**config.mk**
```make
export PLATFORM = sky130hd
export DESIGN_NAME = dmem_port_arbiter_flat
export DESIGN_NICKNAME = d
export VERILOG_FILES = /design/src/rtl/dmem_port_arbiter_if.sv /design/src/rtl/dmem_port_arbiter.sv /design/src/flat_wrapper.sv
export SDC_FILE = /design/constraint.sdc
export NUM_CORES = 1
export LEC_CHECK = 0
export ABC_AREA = 1
export CAP_MARGIN = 30
export CORE_UTILIZATION = 33
export DETAILED_ROUTE_END_ITERATION = 16
export PLACE_DENSITY = 0.81
export SLEW_MARGIN = 20
export SYNTH_ARGS = -nofsm -noshare
export SYNTH_HDL_FRONTEND = slang
export SYNTH_SLANG_ARGS = --single-unit
```
**constraint.sdc**
```tcl
create_clock -name clk -period 1.45 [get_ports clk]
set_input_delay 0.29 -clock clk [delete_from_list [all_inputs] [get_ports clk]]
set_output_delay 0.29 -clock clk [all_outputs]
set_load 0.01 [all_outputs]
```
**src/rtl/dmem_port_arbiter_if.sv**
```systemverilog
// Signal bundle between the data-memory port arbiter, its two requesters
// (core load/store path and debug/loader) and the shared memory port.
interface dmem_port_arbiter_if;
    logic        cpu_req;
    logic        cpu_we;
    logic [31:0] cpu_addr;
    logic [31:0] cpu_wdata;
    logic [3:0]  cpu_wstrb;
    logic        cpu_ready;
    logic        cpu_rvalid;
    logic [31:0] cpu_rdata;
    logic        cpu_err;
    logic        cpu_stall;

    logic        dbg_req;
    logic        dbg_we;
    logic [31:0] dbg_addr;
    logic [31:0] dbg_wdata;
    logic [3:0]  dbg_wstrb;
    logic        dbg_ready;
    logic        dbg_rvalid;
    logic [31:0] dbg_rdata;
    logic        dbg_err;

    logic        mem_req;
    logic        mem_we;
    logic [31:0] mem_addr;
    logic [31:0] mem_wdata;
    logic [3:0]  mem_wstrb;
    logic        mem_gnt;
    logic        mem_rvalid;
    logic [31:0] mem_rdata;

    modport master (
        input  cpu_req, cpu_we, cpu_addr, cpu_wdata, cpu_wstrb,
        output cpu_ready, cpu_rvalid, cpu_rdata, cpu_err, cpu_stall,
        input  dbg_req, dbg_we, dbg_addr, dbg_wdata, dbg_wstrb,
        output dbg_ready, dbg_rvalid, dbg_rdata, dbg_err,
        output mem_req, mem_we, mem_addr, mem_wdata, mem_wstrb,
        input  mem_gnt, mem_rvalid, mem_rdata
    );

    modport slave (
        output cpu_req, cpu_we, cpu_addr, cpu_wdata, cpu_wstrb,
        input  cpu_ready, cpu_rvalid, cpu_rdata, cpu_err, cpu_stall,
        output dbg_req, dbg_we, dbg_addr, dbg_wdata, dbg_wstrb,
        input  dbg_ready, dbg_rvalid, dbg_rdata, dbg_err,
        input  mem_req, mem_we, mem_addr, mem_wdata, mem_wstrb,
        output mem_gnt, mem_rvalid, mem_rdata
    );
endinterface

```
**src/rtl/dmem_port_arbiter.sv**
```systemverilog
// Round-robin arbiter sharing one data-memory port between the core and a
// debug/loader port, with command/response sequencing and a bounded timeout.
module dmem_port_arbiter #(
    parameter int TIMEOUT = 16,
    parameter int CNT_W   = 5
) (
    input  logic                 clk,
    input  logic                 reset,
    dmem_port_arbiter_if.master  bus
);

    typedef enum logic [1:0] {ST_IDLE = 2'd0, ST_CMD = 2'd1, ST_RESP = 2'd2} state_e;
    typedef enum logic [1:0] {OWN_NONE = 2'd0, OWN_CPU = 2'd1, OWN_DBG = 2'd2} owner_e;

    localparam logic [CNT_W-1:0] CNT_ONE  = CNT_W'(1);
    localparam logic [CNT_W-1:0] CNT_LAST = CNT_W'(TIMEOUT - 1);

    // Reads never carry write data or strobes onto the memory bus.
    function automatic logic [31:0] cmd_wdata(input logic we, input logic [31:0] wdata);
        return we ? wdata : 32'h0000_0000;
    endfunction

    function automatic logic [3:0] cmd_wstrb(input logic we, input logic [3:0] wstrb);
        return we ? wstrb : 4'h0;
    endfunction

    state_e      state_r,      state_s;
    owner_e      owner_r,      owner_s;
    owner_e      last_owner_r, last_owner_s;
    logic [CNT_W-1:0] cnt_r,   cnt_s;
    logic        mem_req_r,    mem_req_s;
    logic        mem_we_r,     mem_we_s;
    logic [31:0] mem_addr_r,   mem_addr_s;
    logic [31:0] mem_wdata_r,  mem_wdata_s;
    logic [3:0]  mem_wstrb_r,  mem_wstrb_s;

    logic        done_s;
    logic        rd_done_s;
    logic        timeout_s;
    logic        pick_cpu_s;
    logic        pick_dbg_s;
    logic        cpu_ready_s, cpu_rvalid_s, cpu_err_s;
    logic        dbg_ready_s, dbg_rvalid_s, dbg_err_s;
    logic [31:0] cpu_rdata_s, dbg_rdata_s;

    // Completion / timeout detection for the access in flight.
    always_comb begin
        done_s    = 1'b0;
        rd_done_s = 1'b0;
        if (state_r == ST_CMD) begin
            done_s = bus.mem_gnt & mem_we_r;
        end else if (state_r == ST_RESP) begin
            done_s    = bus.mem_rvalid;
            rd_done_s = bus.mem_rvalid;
        end else begin
            done_s    = 1'b0;
            rd_done_s = 1'b0;
        end
        timeout_s = (state_r != ST_IDLE) && (cnt_r == CNT_LAST) && !done_s;
    end

    // Round-robin pick: on a tie the requester that did not go last wins.
    always_comb begin
        pick_cpu_s = bus.cpu_req & (~bus.dbg_req | (last_owner_r == OWN_DBG));
        pick_dbg_s = bus.dbg_req & ~pick_cpu_s;
    end

    // Next-state and command-register update.
    always_comb begin
        state_s      = state_r;
        owner_s      = owner_r;
        last_owner_s = last_owner_r;
        cnt_s        = cnt_r;
        mem_req_s    = mem_req_r;
        mem_we_s     = mem_we_r;
        mem_addr_s   = mem_addr_r;
        mem_wdata_s  = mem_wdata_r;
        mem_wstrb_s  = mem_wstrb_r;
        case (state_r)
            ST_IDLE: begin
                if (pick_cpu_s) begin
                    state_s      = ST_CMD;
                    owner_s      = OWN_CPU;
                    last_owner_s = OWN_CPU;
                    cnt_s        = '0;
                    mem_req_s    = 1'b1;
                    mem_we_s     = bus.cpu_we;
                    mem_addr_s   = bus.cpu_addr;
                    mem_wdata_s  = cmd_wdata(bus.cpu_we, bus.cpu_wdata);
                    mem_wstrb_s  = cmd_wstrb(bus.cpu_we, bus.cpu_wstrb);
                end else if (pick_dbg_s) begin
                    state_s      = ST_CMD;
                    owner_s      = OWN_DBG;
                    last_owner_s = OWN_DBG;
                    cnt_s        = '0;
                    mem_req_s    = 1'b1;
                    mem_we_s     = bus.dbg_we;
                    mem_addr_s   = bus.dbg_addr;
                    mem_wdata_s  = cmd_wdata(bus.dbg_we, bus.dbg_wdata);
                    mem_wstrb_s  = cmd_wstrb(bus.dbg_we, bus.dbg_wstrb);
                end else begin
                    state_s   = ST_IDLE;
                    mem_req_s = 1'b0;
                end
            end
            ST_CMD: begin
                cnt_s = cnt_r + CNT_ONE;
                if (done_s || timeout_s) begin
                    state_s   = ST_IDLE;
                    owner_s   = OWN_NONE;
                    mem_req_s = 1'b0;
                end else if (bus.mem_gnt) begin
                    state_s   = ST_RESP;
                    mem_req_s = 1'b0;
                end else begin
                    state_s   = ST_CMD;
                end
            end
            ST_RESP: begin
                cnt_s     = cnt_r + CNT_ONE;
                mem_req_s = 1'b0;
                if (done_s || timeout_s) begin
                    state_s = ST_IDLE;
                    owner_s = OWN_NONE;
                end else begin
                    state_s = ST_RESP;
                end
            end
            default: begin
                state_s   = ST_IDLE;
                owner_s   = OWN_NONE;
                mem_req_s = 1'b0;
            end
        endcase
    end

    // State and command registers; reset abandons any access in flight.
    always_ff @(posedge clk) begin
        if (reset) begin
            state_r      <= ST_IDLE;
            owner_r      <= OWN_NONE;
            last_owner_r <= OWN_DBG;
            cnt_r        <= '0;
            mem_req_r    <= 1'b0;
            mem_we_r     <= 1'b0;
            mem_addr_r   <= 32'h0000_0000;
            mem_wdata_r  <= 32'h0000_0000;
            mem_wstrb_r  <= 4'h0;
        end else begin
            state_r      <= state_s;
            owner_r      <= owner_s;
            last_owner_r <= last_owner_s;
            cnt_r        <= cnt_s;
            mem_req_r    <= mem_req_s;
            mem_we_r     <= mem_we_s;
            mem_addr_r   <= mem_addr_s;
            mem_wdata_r  <= mem_wdata_s;
            mem_wstrb_r  <= mem_wstrb_s;
        end
    end

    // Steer completion pulses to the owner only; nothing fires while in reset.
    always_comb begin
        cpu_ready_s  = 1'b0;
        cpu_rvalid_s = 1'b0;
        cpu_err_s    = 1'b0;
        cpu_rdata_s  = 32'h0000_0000;
        dbg_ready_s  = 1'b0;
        dbg_rvalid_s = 1'b0;
        dbg_err_s    = 1'b0;
        dbg_rdata_s  = 32'h0000_0000;
        if (reset) begin
            cpu_ready_s = 1'b0;
            dbg_ready_s = 1'b0;
        end else if (owner_r == OWN_CPU) begin
            cpu_ready_s  = done_s | timeout_s;
            cpu_rvalid_s = rd_done_s;
            cpu_err_s    = timeout_s;
            cpu_rdata_s  = rd_done_s ? bus.mem_rdata : 32'h0000_0000;
        end else if (owner_r == OWN_DBG) begin
            dbg_ready_s  = done_s | timeout_s;
            dbg_rvalid_s = rd_done_s;
            dbg_err_s    = timeout_s;
            dbg_rdata_s  = rd_done_s ? bus.mem_rdata : 32'h0000_0000;
        end else begin
            cpu_ready_s = 1'b0;
            dbg_ready_s = 1'b0;
        end
    end

    assign bus.cpu_ready  = cpu_ready_s;
    assign bus.cpu_rvalid = cpu_rvalid_s;
    assign bus.cpu_err    = cpu_err_s;
    assign bus.cpu_rdata  = cpu_rdata_s;
    assign bus.cpu_stall  = bus.cpu_req & ~cpu_ready_s;
    assign bus.dbg_ready  = dbg_ready_s;
    assign bus.dbg_rvalid = dbg_rvalid_s;
    assign bus.dbg_err    = dbg_err_s;
    assign bus.dbg_rdata  = dbg_rdata_s;
    assign bus.mem_req    = mem_req_r;
    assign bus.mem_we     = mem_we_r;
    assign bus.mem_addr   = mem_addr_r;
    assign bus.mem_wdata  = mem_wdata_r;
    assign bus.mem_wstrb  = mem_wstrb_r;

endmodule
```
**src/flat_wrapper.sv**
```systemverilog
// flat-port wrapper written by rule: the top's interface ports become plain ports
module dmem_port_arbiter_flat 
#(
    parameter int TIMEOUT = 16,
    parameter int CNT_W   = 5
)
  (clk, reset, bus_cpu_req, bus_cpu_we, bus_cpu_addr, bus_cpu_wdata, bus_cpu_wstrb, bus_cpu_ready, bus_cpu_rvalid, bus_cpu_rdata, bus_cpu_err, bus_cpu_stall, bus_dbg_req, bus_dbg_we, bus_dbg_addr, bus_dbg_wdata, bus_dbg_wstrb, bus_dbg_ready, bus_dbg_rvalid, bus_dbg_rdata, bus_dbg_err, bus_mem_req, bus_mem_we, bus_mem_addr, bus_mem_wdata, bus_mem_wstrb, bus_mem_gnt, bus_mem_rvalid, bus_mem_rdata);
  dmem_port_arbiter_if bus_i ();
  input  logic clk;
  input  logic reset;
  input wire logic [$bits(bus_i.cpu_req)-1:0] bus_cpu_req;
  input wire logic [$bits(bus_i.cpu_we)-1:0] bus_cpu_we;
  input wire logic [$bits(bus_i.cpu_addr)-1:0] bus_cpu_addr;
  input wire logic [$bits(bus_i.cpu_wdata)-1:0] bus_cpu_wdata;
  input wire logic [$bits(bus_i.cpu_wstrb)-1:0] bus_cpu_wstrb;
  output wire logic [$bits(bus_i.cpu_ready)-1:0] bus_cpu_ready;
  output wire logic [$bits(bus_i.cpu_rvalid)-1:0] bus_cpu_rvalid;
  output wire logic [$bits(bus_i.cpu_rdata)-1:0] bus_cpu_rdata;
  output wire logic [$bits(bus_i.cpu_err)-1:0] bus_cpu_err;
  output wire logic [$bits(bus_i.cpu_stall)-1:0] bus_cpu_stall;
  input wire logic [$bits(bus_i.dbg_req)-1:0] bus_dbg_req;
  input wire logic [$bits(bus_i.dbg_we)-1:0] bus_dbg_we;
  input wire logic [$bits(bus_i.dbg_addr)-1:0] bus_dbg_addr;
  input wire logic [$bits(bus_i.dbg_wdata)-1:0] bus_dbg_wdata;
  input wire logic [$bits(bus_i.dbg_wstrb)-1:0] bus_dbg_wstrb;
  output wire logic [$bits(bus_i.dbg_ready)-1:0] bus_dbg_ready;
  output wire logic [$bits(bus_i.dbg_rvalid)-1:0] bus_dbg_rvalid;
  output wire logic [$bits(bus_i.dbg_rdata)-1:0] bus_dbg_rdata;
  output wire logic [$bits(bus_i.dbg_err)-1:0] bus_dbg_err;
  output wire logic [$bits(bus_i.mem_req)-1:0] bus_mem_req;
  output wire logic [$bits(bus_i.mem_we)-1:0] bus_mem_we;
  output wire logic [$bits(bus_i.mem_addr)-1:0] bus_mem_addr;
  output wire logic [$bits(bus_i.mem_wdata)-1:0] bus_mem_wdata;
  output wire logic [$bits(bus_i.mem_wstrb)-1:0] bus_mem_wstrb;
  input wire logic [$bits(bus_i.mem_gnt)-1:0] bus_mem_gnt;
  input wire logic [$bits(bus_i.mem_rvalid)-1:0] bus_mem_rvalid;
  input wire logic [$bits(bus_i.mem_rdata)-1:0] bus_mem_rdata;
  assign bus_i.cpu_req = bus_cpu_req;
  assign bus_i.cpu_we = bus_cpu_we;
  assign bus_i.cpu_addr = bus_cpu_addr;
  assign bus_i.cpu_wdata = bus_cpu_wdata;
  assign bus_i.cpu_wstrb = bus_cpu_wstrb;
  assign bus_cpu_ready = bus_i.cpu_ready;
  assign bus_cpu_rvalid = bus_i.cpu_rvalid;
  assign bus_cpu_rdata = bus_i.cpu_rdata;
  assign bus_cpu_err = bus_i.cpu_err;
  assign bus_cpu_stall = bus_i.cpu_stall;
  assign bus_i.dbg_req = bus_dbg_req;
  assign bus_i.dbg_we = bus_dbg_we;
  assign bus_i.dbg_addr = bus_dbg_addr;
  assign bus_i.dbg_wdata = bus_dbg_wdata;
  assign bus_i.dbg_wstrb = bus_dbg_wstrb;
  assign bus_dbg_ready = bus_i.dbg_ready;
  assign bus_dbg_rvalid = bus_i.dbg_rvalid;
  assign bus_dbg_rdata = bus_i.dbg_rdata;
  assign bus_dbg_err = bus_i.dbg_err;
  assign bus_mem_req = bus_i.mem_req;
  assign bus_mem_we = bus_i.mem_we;
  assign bus_mem_addr = bus_i.mem_addr;
  assign bus_mem_wdata = bus_i.mem_wdata;
  assign bus_mem_wstrb = bus_i.mem_wstrb;
  assign bus_i.mem_gnt = bus_mem_gnt;
  assign bus_i.mem_rvalid = bus_mem_rvalid;
  assign bus_i.mem_rdata = bus_mem_rdata;
  dmem_port_arbiter #(.TIMEOUT(TIMEOUT), .CNT_W(CNT_W)) u_core (.clk(clk), .reset(reset), .bus(bus_i));
endmodule
```
==> out/summary.txt <==
Cell count after synthesis = 788
Sequential cell area fraction in the yosys report = 33.8%
Worst Tran Pin Value = 484 ps
Startpoint-to-endpoint class of the critical path = reg -> out
Clock insertion delay at the later pin of the skew report = 350 ps
Worst min-delay path category = reg -> reg
Avg Synthesized Cell Area = 6.09 um^2
First-pass iteration count of the detailed router = 5
Sink Count = 81
Area Growth Syn to Fin = 132%
Maximum resistive drop on vdd = 0.852 mV
Average routed wire per standard cell = 17.7 um
Root Buffer Master = sky130_fd_sc_hd__clkbuf_16
Share of cells above drive strength 1 = 35.4%
Width of the die = 123 um
GRT Total Usage = 25.8%
Total count of hold-check failures in the final report = 0
Placeable core region = 14000 um^2
Endpoint arrival time on the critical path = 1810 ps
Critical path fanouts, max = 8
CTS tree = built
Library cells used by synthesis = 19
Status = finished, violations left
Final worst path period share = 145%
Final net count = 1336
Maximum buffer depth of the clock tree = 2
Clock-pin slew reported for the worst setup and hold paths after clock tree synthesis = 60 ps
Yosys warns = 0
Post-Syn Nets = 970
Clock H-tree levels = 3
Critical Path Source Type = flop
Leftover overflow at the end of global routing = 0
Setup slack of the critical path after layout = -651 ps
Static Leakage = 0.00621 uW
Via count of the first global-routing pass = 5973
Post-synthesis register bit count = 81
RD Place Congestion = 0.783
Remaining routing DRC violations = 0
Final core utilization = 79.3%
Post-CTS Hold Fix Bufs = 0
Min Clock Period, post-route = 2100 ps
Setup repair after global routing missed its margin = true
Effective utilization at floorplan = 34.2%
Max-slew violation count = 0
Final setup violation count = 147
Clock skew = 10.3 ps
Register-to-register setup slack = -400 ps
DRC marker count from the first detailed-route iteration = 446
First-pass GRT wire length = 30000 um
Ratio of routed vias to standard cells = 5.15
Worst relative slew slack = 67.7%
Power Density = 851 nW/um^2
Sum of net half-perimeters after detailed placement = 14300 um
Boundary Pins = 317
Die height = 123 um
Total power of the final layout = 9480 uW
Netlist area before placement = 4800 um^2
Vias = 6897
Max-cap check violation count = 0
Hold Path Cell Cnt = 2
Final-layout fill cell count = 881
Violations in the final reports = setup timing
Kind of end point of the critical path = output port
Number of buffers inserted during clock tree synthesis = 9
Largest net degree at the start of global routing = 51
Initial antenna violation count = 2
Final antenna-violating net count = 0
Full die area = 15000 um^2
Total Wirelength = 23800 um
Fmax = 476 MHz
IO buf count = 316
R2R cell count = 13
Worst endpoint required time = 1160 ps
Number of cell rows = 43
## worst paths after layout
kind                startpoint                      end
max          u_core.state_r[1]        bus_dbg_rdata[10]
min          u_core.owner_r[1]        u_core.owner_r[1]
max reg2reg  u_core.state_r[1]  u_core.bus.mem_addr[12]
min reg2reg  u_core.owner_r[1]        u_core.owner_r[1]
## synthesized netlist by cell type
library cell	n	area, um^2
sky130_fd_sc_hd__nand2_1	121	454
sky130_fd_sc_hd__buf_4	8	60.1
sky130_fd_sc_hd__clkbuf_1	16	60.1
sky130_fd_sc_hd__nor3_2	1	10.0
sky130_fd_sc_hd__nor3_1	3	15.0
sky130_fd_sc_hd__o21ai_1	1	5.00
sky130_fd_sc_hd__dfxtp_1	81	1620
sky130_fd_sc_hd__o21ai_0	5	25.0
sky130_fd_sc_hd__nand3_1	146	731
sky130_fd_sc_hd__a21oi_4	1	16.3
sky130_fd_sc_hd__nand4_1	71	444
sky130_fd_sc_hd__buf_1	8	30.0
sky130_fd_sc_hd__inv_2	3	11.3
sky130_fd_sc_hd__nor2_1	155	582
sky130_fd_sc_hd__o21ai_2	1	8.76
sky130_fd_sc_hd__a21oi_1	5	25.0
sky130_fd_sc_hd__ha_1	6	75.1
sky130_fd_sc_hd__buf_2	32	160
sky130_fd_sc_hd__inv_1	124	465
## layout by cell type (no fill, tap or decap), drive strengths merged
cell type / Yosys / final
clkdlybuf4s50: 0 / 173
buf: 48 / 159
nor2: 155 / 155
nand3: 146 / 146
inv: 127 / 126
nand2: 121 / 121
dfxtp: 81 / 81
nand4: 71 / 71
dlymetal6s2s: 0 / 70
clkbuf: 16 / 24
o21ai: 7 / 7
ha: 6 / 6
a21oi: 6 / 6
nor3: 4 / 4
clkinv: 0 / 4
bufinv: 0 / 3
clkdlybuf4s15: 0 / 2
diode: 0 / 1
bufbuf: 0 / 1
## worst max-delay path: stages (launching register included)
cell and delay, ps:
sky130_fd_sc_hd__dfxtp_4 370, sky130_fd_sc_hd__buf_4 120, sky130_fd_sc_hd__ha_4 140, sky130_fd_sc_hd__nand3_4 110
sky130_fd_sc_hd__nor2_4 140, sky130_fd_sc_hd__inv_4 90, sky130_fd_sc_hd__bufbuf_16 290, sky130_fd_sc_hd__nor2_4 80
sky130_fd_sc_hd__buf_2 130
## kinds of logic (layout without fill, tap and decap cells)
kind of cell,Yosys count,after routing,share of synthesized area [%]
simple gates,497,497,46.6
buf+inv,191,562,16.4
flops,81,81,33.8
compound gates,13,13,1.67
fa+ha+maj,6,6,1.56
other cells,0,1,0
## cell type report
class | count | area, um^2 | area share (%)
Inverter | 127 | 509 | 4.57
Sequential cell | 81 | 1630 | 14.6
Multi-Input combinational cell | 516 | 3650 | 32.7
Clock inverter | 6 | 115 | 1.03
Tap cell | 180 | 225 | 2.02
Timing Repair Buffer | 419 | 4780 | 42.9
Clock buffer | 10 | 229 | 2.06
Antenna cell | 1 | 2.50 | 0.0225
## flip-flops by register name (all words and copies together) (netlist names)
register	cells
u_core.bus.mem_req	1
u_core.bus.mem_addr	32
u_core.bus.mem_wstrb	4
u_core.cnt_r	5
u_core.owner_r	2
u_core.bus.mem_we	1
u_core.state_r	2
u_core.bus.mem_wdata	32
u_core.last_owner_r	2
## per-layer routing
metal  GRT usage [%]  up-vias  routed length (um)
met4            11.9        2                1010
met3            6.46       79                1930
met5               0        -                  13
met1            28.5     3208                8550
met2            46.0      360               12300
li1                -     3248                   -
## where the power goes
part           switching [uW]  internal, uW
Combinational            1970          2100
Clock                    1020          1700
Sequential                184          2510
Total                    3170          6310
## through the flow
step / instance area (um^2) / hold WS, ps / setup TNS (ps) / worst slack (ps) / cells
3_5_place_dp: 9100 / 488 / -79000 / -785 / 1281
4_1_cts: 9670 / 409 / -69500 / -646 / 1310
6_report: 11100 / 499 / -62040 / -651 / 1340
5_1_grt: 11100 / 508 / -72470 / -703 / 1340
2_1_floorplan: 5430 / 458 / -2310 / -60.3 / 788
3_3_place_gp: 9100 / 476 / -76550 / -757 / 1281
## what timing repair did
action	CTS	global route
gates cloned	1	18
pin swaps	14	62
resized for setup	359	264
buffers inserted	12	17
setup endpoints to repair	222	222
Note: power is estimated with default switching activity, not from simulation.
==> patch, RTL diff (same flow settings) <==
Re-encode `owner_e` (3 values) as one-hot, 3 bits wide.
--- a/src/rtl/dmem_port_arbiter.sv
+++ b/src/rtl/dmem_port_arbiter.sv
@@ -10,7 +10,7 @@
 );
 
     typedef enum logic [1:0] {ST_IDLE = 2'd0, ST_CMD = 2'd1, ST_RESP = 2'd2} state_e;
-    typedef enum logic [1:0] {OWN_NONE = 2'd0, OWN_CPU = 2'd1, OWN_DBG = 2'd2} owner_e;
+    typedef enum logic [2:0] {OWN_NONE = 3'b001, OWN_CPU = 3'b010, OWN_DBG = 3'b100} owner_e;
 
     localparam logic [CNT_W-1:0] CNT_ONE  = CNT_W'(1);
     localparam logic [CNT_W-1:0] CNT_LAST = CNT_W'(TIMEOUT - 1);
Formal check against the unedited RTL: no difference found for any inputs over 4 cycles, from zero or initial values and one cycle with reset high; so few cycles prove little.
==> patch against the original RTL <==
- the run still ends with negative setup slack left
- routed wire length is 6.1% lower
- power is 7.3% lower
- first-iteration DRC count is 35% lower
- synthesized area is 2.1% lower
- worst setup slack worse by 0.070 ns
- sequential cell count is 1 higher
- global-route usage is 2.3 points higher
- design area is 2.1% lower
- final cell count is 3.1% higher
- largest cell class unchanged
- largest power group unchanged
==> patch: results (changes against the original RTL) <==
fillcell total: 931 (was 881)
outcome: complete, but fails checks (unchanged)
Max rail drop VDD: 592 µV (was 852 µV)
number of global-route vias before repair: 6353 (was 5973)
crit path to: bus_dbg_rdata[27] (was bus_dbg_rdata[10])
setup violators final: 148 (was 147)
initial antenna violation count: 1 (was 2)
Worst Hold Depth: 4 (was 2)
DR vias/cell: 4.80 (was 5.15)
WL final: 22300 µm (was 23800 µm)
met1 Resource Use GR: 30.6% (was 28.5%)
min-delay src: reset (was u_core.owner_r[1]$_SDFFE_PP0P_)
post-route setup slack: -0.720 ns (was -0.651 ns)
Worst-Margin Slew: 0.420 ns (was 0.484 ns)
insertion delay to the later sink of the worst-skew pair: 0.33 ns (was 0.35 ns)
failing checks: negative setup slack (unchanged)
Tot Pwr: 8.78 mW (was 9.48 mW)
M2 GR Usage: 50.6% (was 46.0%)
synth top area cells: dfxtp_1, nor2_1, inv_1 (was dfxtp_1, nand3_1, nor2_1)
Seq/Total Area, Yosys: 34.9% (was 33.8%)
met3 wire length: 1640 µm (was 1930 µm)
most instantiated cells after synthesis: nor2_1, inv_1, nand2_1, dfxtp_1, nand3_1 (was nor2_1, nand3_1, inv_1, nand2_1, dfxtp_1)
largest net degree at the start of global routing: 42 (was 51)
Reg power frac: 31.8% (was 28.5%)
Worst Hold Path EP: u_core.owner_r[0]$_SDFFE_PP1P_ (was u_core.owner_r[1]$_SDFFE_PP0P_)
total track usage: 28.1% (was 25.8%)
initial drt markers: 289 (was 446)
==> patch: changes by cell type in the layout (fill, tap and decap cells not counted), sizes merged, moves of 10 or more <==
cell | before | now
o21ai | 7 | 79
dlygate4sd2 | 0 | 69
nand3 | 146 | 76
nor2 | 155 | 248
nand4 | 71 | 3
dlymetal6s2s | 70 | 0
clkbuf | 24 | 14
buf | 159 | 182
==> patch: timing repair <==
item,CTS,global route
endpoints found under the setup margin,222,154
pin swaps,72,56
buffers inserted,28,19
resized for setup,438,211
gates cloned,24,1
==> patch: cell families after synthesis <==
group | after synthesis
AND/OR/NAND/NOR | 452
AO/OA/AOI/OAI | 88
adder cells (fa/ha/maj) | 6
flip-flops | 82
buffers and inverters | 172
XOR/XNOR | 1
==> patch: cell type report <==
cell class                 count  area share [%]
antenna                        1          0.0229
clock buffer                  12            2.17
clock inverter                 3           0.161
inverter                     122            4.33
multi-input combinational    547            31.0
sequential                    82            15.1
tap                          180            2.06
timing repair buffer         434            45.1
